==> src/rtl/unified_mem_arbiter.sv <==
// Round-robin arbiter sharing one single-port unified I/D memory between fetch and load/store.
// Grants are combinational; the owning port sees its response exactly one cycle after its grant.
module unified_mem_arbiter #(
  parameter int                    DATA_WIDTH = 32,
  parameter int                    ADDR_WIDTH = 32,
  parameter int                    MEM_WORDS  = 1024,
  parameter logic [ADDR_WIDTH-1:0] TEXT_BASE  = 32'h0040_0000,
  parameter logic [ADDR_WIDTH-1:0] DATA_BASE  = 32'h1001_0000
) (
  input  logic                         clk,
  input  logic                         rst_n,
  input  logic                         if_req,
  input  logic [ADDR_WIDTH-1:0]        if_addr,
  output logic                         if_gnt,
  output logic                         if_rvalid,
  output logic [DATA_WIDTH-1:0]        if_rdata,
  input  logic                         d_req,
  input  logic                         d_we,
  input  logic [ADDR_WIDTH-1:0]        d_addr,
  input  logic [DATA_WIDTH-1:0]        d_wdata,
  output logic                         d_gnt,
  output logic                         d_rvalid,
  output logic [DATA_WIDTH-1:0]        d_rdata,
  output logic                         mem_en,
  output logic                         mem_we,
  output logic [$clog2(MEM_WORDS)-1:0] mem_addr,
  output logic [DATA_WIDTH-1:0]        mem_wdata,
  input  logic [DATA_WIDTH-1:0]        mem_rdata,
  output logic                         err
);

  localparam int IW = $clog2(MEM_WORDS);
  localparam int HALF_WORDS = MEM_WORDS / 2;
  localparam logic [ADDR_WIDTH-1:0] REGION_BYTES = ADDR_WIDTH'(HALF_WORDS * 4);

  localparam logic [1:0] RESP_NONE = 2'd0;
  localparam logic [1:0] RESP_IF   = 2'd1;
  localparam logic [1:0] RESP_D    = 2'd2;

  logic [1:0]            resp_q, resp_d;
  logic                  err_q, err_d;
  logic                  store_q, store_d;
  logic                  last_was_d_q, last_was_d_d;

  logic [ADDR_WIDTH-1:0] if_off_s, d_off_s;
  logic                  if_legal_s, d_legal_s;
  logic [IW-1:0]         if_idx_s, d_idx_s;

  // Wrapping subtraction makes below-base addresses land far above the region limit.
  assign if_off_s   = if_addr - TEXT_BASE;
  assign d_off_s    = d_addr - DATA_BASE;
  assign if_legal_s = (if_off_s[1:0] == 2'b00) && (if_off_s < REGION_BYTES);
  assign d_legal_s  = (d_off_s[1:0] == 2'b00) && (d_off_s < REGION_BYTES);
  assign if_idx_s   = IW'(if_off_s[ADDR_WIDTH-1:2]);
  assign d_idx_s    = IW'(HALF_WORDS) + IW'(d_off_s[ADDR_WIDTH-1:2]);

  always_comb begin
    if_gnt = 1'b0;
    d_gnt  = 1'b0;
    if (!rst_n) begin
      if_gnt = 1'b0;
      d_gnt  = 1'b0;
    end else if (if_req && d_req) begin
      if_gnt = last_was_d_q;
      d_gnt  = !last_was_d_q;
    end else begin
      if_gnt = if_req;
      d_gnt  = d_req;
    end
  end

  always_comb begin
    mem_en    = 1'b0;
    mem_we    = 1'b0;
    mem_addr  = '0;
    mem_wdata = d_wdata;
    if (if_gnt) begin
      mem_en   = if_legal_s;
      mem_addr = if_idx_s;
    end else if (d_gnt) begin
      mem_en   = d_legal_s;
      mem_we   = d_legal_s && d_we;
      mem_addr = d_idx_s;
    end else begin
      mem_en = 1'b0;
    end
  end

  always_comb begin
    resp_d       = RESP_NONE;
    err_d        = 1'b0;
    store_d      = 1'b0;
    last_was_d_d = last_was_d_q;
    if (if_gnt) begin
      resp_d       = RESP_IF;
      err_d        = !if_legal_s;
      last_was_d_d = 1'b0;
    end else if (d_gnt) begin
      resp_d       = RESP_D;
      err_d        = !d_legal_s;
      store_d      = d_we;
      last_was_d_d = 1'b1;
    end else begin
      resp_d = RESP_NONE;
    end
  end

  always_ff @(posedge clk) begin
    if (!rst_n) begin
      resp_q       <= RESP_NONE;
      err_q        <= 1'b0;
      store_q      <= 1'b0;
      last_was_d_q <= 1'b1;
    end else begin
      resp_q       <= resp_d;
      err_q        <= err_d;
      store_q      <= store_d;
      last_was_d_q <= last_was_d_d;
    end
  end

  // Responses are masked during reset so an in-flight access is dropped immediately.
  assign if_rvalid = rst_n && (resp_q == RESP_IF);
  assign d_rvalid  = rst_n && (resp_q == RESP_D);
  assign err       = (if_rvalid || d_rvalid) && err_q;
  assign if_rdata  = (if_rvalid && !err_q) ? mem_rdata : '0;
  assign d_rdata   = (d_rvalid && !err_q && !store_q) ? mem_rdata : '0;

endmodule

==> config.mk <==
export PLATFORM = sky130hd
export DESIGN_NAME = unified_mem_arbiter
export DESIGN_NICKNAME = d
export VERILOG_FILES = /design/src/rtl/unified_mem_arbiter.sv
export SDC_FILE = /design/constraint.sdc
export NUM_CORES = 1
export LEC_CHECK = 0
export BUFFER_PORTS_ARGS = -buffer_cell sky130_fd_sc_hd__clkbuf_2
export CORE_AREA = 2 2 95 97
export DETAILED_ROUTE_END_ITERATION = 12
export DIE_AREA = 0 0 97 99
export PLACE_DENSITY = 0.56
export SYNTH_ARGS = -nofsm -noshare
export SYNTH_HDL_FRONTEND = slang
export SYNTH_SLANG_ARGS = --single-unit
==> constraint.sdc <==
create_clock -name clk -period 3.4 [get_ports clk]
set_clock_uncertainty 0.05 [all_clocks]
set_input_delay 0.34 -clock clk [delete_from_list [all_inputs] [get_ports clk]]
set_output_delay 0.34 -clock clk [all_outputs]
set_load 0.03 [all_outputs]
==> results.md <==
* Final WS setup at ~1.1 ns
* Period utilisation layout at 0.686
* Post-Synth Adder-Cell Area at 0
* Number of clock sinks at 5
* Share of cells above drive strength 1 at 0.681
* Vias in the first global route at 1,423
* # diodes at 0
* P_leak at 0.00121 uW
* Post-Syn Nets at 294
* Register bit total from synthesis at 5
* Register area share after synthesis at 0.0874
* Worst-Margin Slew at 0.833 ns
* Placed inst area at between 0.0015 and 0.002 mm^2
* Most numerous cell in the Yosys netlist: and2_1
* R2R depth at 4
* Die footprint at 0.00960 mm^2
* CTS tree: done
* WHS Path Cells at 2
* Synthesized area per cell at 7.11 um^2
* Crit Path Class: flop to output port
* I/O Pins at 246
* Max cap viols at 0
* Final Cell Area at 0.00196 mm^2
* Yosys top cell area share at 0.246
* Switching share of power at 0.377
* Post-layout util at 0.229
* Mapped Cells at 161
* Main synth FF type: dfxtp_1
* Net Switching at 132 uW
* FF-to-FF setup slack at between 2 and 2.5 ns
* DIE WIDTH at just under 100 um
* P&R area growth vs syn at 71.3%
* Gpl congestion at around 0.75
* Clk pin slew, worst setup/hold paths at ~0.04 ns
* Reg2reg start: last_was_d_q$_SDFFE_PN1P_
* Clk Latency, worst-skew pair at roughly 0.22 ns
* Dpl hpwl at approximately 4000 um
* Vias per cell at 3.87
* Pre-CTS setup slack at about 1.0 ns
* DR WL/cell at 10.6 um
* Clock Tree Root: clkbuf_8
* Die Y at 99 um
* DRT Pass-1 Iters at 2
* Max FO, Critical Path at 32
* CTS Buf Count at 3
* Combinational share of power at 0.501
* Core ar. at 0.00855 mm^2
* CP Data Required Time at 3.01 ns
* Initial Util at 0.134
* Reg power frac at 0.187
* Pint at between 200 and 250 uW
* Hold_sp: if_req
* Final nets at 441
* Initial antenna violation count at 0
* RSZ-0062 raised after global routing: false
* Status: finished, final reports clean
* Final hold vios at 0
* GRT Resource Usage Total at 0.0855
* H-tree depth at 1
* Site Rows at 34
* Clk pwr share at 0.312
* Leading area contributor after synthesis: and2_1
* Mux cell area share after synthesis at 0
* Worst setup SP type: flop
* Post-CTS Setup Inserts at 0
* Synth Area in XOR/XNOR at 0.0153
* Largest net degree at the start of global routing at 33
* Cell variety after synth at 24
* Asr flop ratio synth at 0
* Post-route minimum period at 2.33 ns
* Global-route wire length before repair at 6690 um
* Final setup fails at 0
* Hold-fix buffer count after cts at 0
* Pwr dens at around 180 mW/mm^2
* Crit. End Element: output port
* Clk buf depth at 2
* Maximum vdd drop at between 0.1 and 0.15 mV
* Fin. max-slew vios at 0
* Worst reg2reg endpoint: store_q$_SDFF_PP0_
* Area contributors post-synth: and2_1, buf_4, and2_2
* Combinational family with the most area after synthesis: simple AND/OR/NAND/NOR gates
* Routed wire length at between 4000 and 5000 um
* List of most frequent post-synthesis cells: and2_1, buf_4, and2_2
* Post-Synth Simple-Gate Area at 0.523
* Cell Area, Synth at around 0.0011 mm^2
* Hold endpoint: last_was_d_q$_SDFFE_PN1P_
* Post-route ant nets at 0
* Overflow after GRT at 0
* Compound-Gate Fraction of Synth Area at 0.107
* Post_cts resized at 0
* Post-route setup TNS at 0 ns
* Post-route DRC at 0
* EDFF count, synth at 0
* Drt initial violations at 11
* Via count at 1,608
* Relative slew slack at 0.443
* Yosys warns at 0
* Fmax at 429 MHz
* HP Class: input pin to flop
* CP arrival at 1.94 ns
* Number of buffers added on ports at 181
-- power by group through the flow --
stage | Clock [uW] | Combinational, uW | Sequential (uW)
final | 109 | 175 | 65.5
after global placement | 0 | 176 | 66.4
after floorplan | 0 | 159 | 65.9
after global routing | 119 | 192 | 65.9
after CTS | 113 | 179 | 65.6
after detailed placement | 0 | 178 | 66.5
-- cells by family (layout without fill, tap and decap cells) --
logic type                after synthesis  in the layout
xor gates and xnor gates                2              2
and+or+nand+nor                        92             92
DFF                                     5              5
AOI/OAI and AO/OA                      15             15
buffers and inverters                  47            193
-- layer usage --
metal | global-route usage | part of all wire | vias up
met4 | 0.0260 | 0.0077 | 0
met1 | 0.0891 | 0.35 | 667
li1 | - | - | 786
met2 | 0.159 | 0.48 | 153
met3 | 0.0326 | 0.16 | 2
met5 | 0 | 0 | -
-- how the worst max path moves through the flow --
| stage | depth (start not counted) | start | endpoint | slack, ns |
|---|---|---|---|---|
| 2_1_floorplan | 3 | rst_n | err | 1.68 |
| 3_3_place_gp | 6 | rst_n | d_rdata[16] | 1.12 |
| 3_5_place_dp | 6 | rst_n | d_rdata[12] | 1.05 |
| 4_1_cts | 5 | resp_q[1]$_SDFF_PP0_ | d_rdata[12] | 0.97 |
| 5_1_grt | 5 | resp_q[1]$_SDFF_PP0_ | d_rdata[25] | 0.85 |
| 6_report | 5 | resp_q[1]$_SDFF_PP0_ | d_rdata[31] | 1.07 |
-- stage by stage --
step | hold slack, ns | total power, uW | instances
after floorplan | 0.390 | 225 | 161
after global placement | 0.417 | 242 | 411
after detailed placement | 0.453 | 244 | 411
after CTS | 0.295 | 357 | 415
after global routing | 0.330 | 377 | 415
final | 0.302 | 350 | 415
-- worst max-delay path: stages, from the launching register on --
cell and delay [ns]:
dfxtp_1 0.31, nand2_1 0.05, or2_4 0.24, nor3_4 0.64, and2_2 0.27, clkbuf_2 0.20
-- sequential cells by signal, indices dropped and copies added, names as in the netlist --
signal and cells:
resp_q 2, err_q 1, last_was_d_q 1, store_q 1
-- area by class of cell --
cell class	count	area, um^2
clock buffer	3	41.3
clock inverter	1	5.00
fill	969	6590
inverter	7	26.3
multi-input combinational	109	739
sequential	5	100
tap	108	135
timing repair buffer	182	913
-- placed cells by master, fill, tap and decap left out --
| master | n |
|---|---|
| a21boi_0 | 2 |
| a22o_1 | 10 |
| and2_1 | 45 |
| and2_2 | 21 |
| buf_4 | 1 |
| clkbuf_2 | 181 |
| clkbuf_8 | 3 |
| clkinv_2 | 1 |
| dfxtp_1 | 5 |
| inv_1 | 7 |
| nand2_1 | 4 |
| nand3_1 | 1 |
| nand3b_1 | 1 |
| nand4_1 | 3 |
| nor2_1 | 4 |
| nor3_1 | 2 |
| nor3_4 | 1 |
| nor4_1 | 6 |
| nor4b_1 | 3 |
| o21ai_0 | 1 |
| o22ai_1 | 1 |
| o2bb2ai_1 | 1 |
| or2_4 | 1 |
| xor2_1 | 2 |
Note: power is estimated with default switching activity, not from simulation.
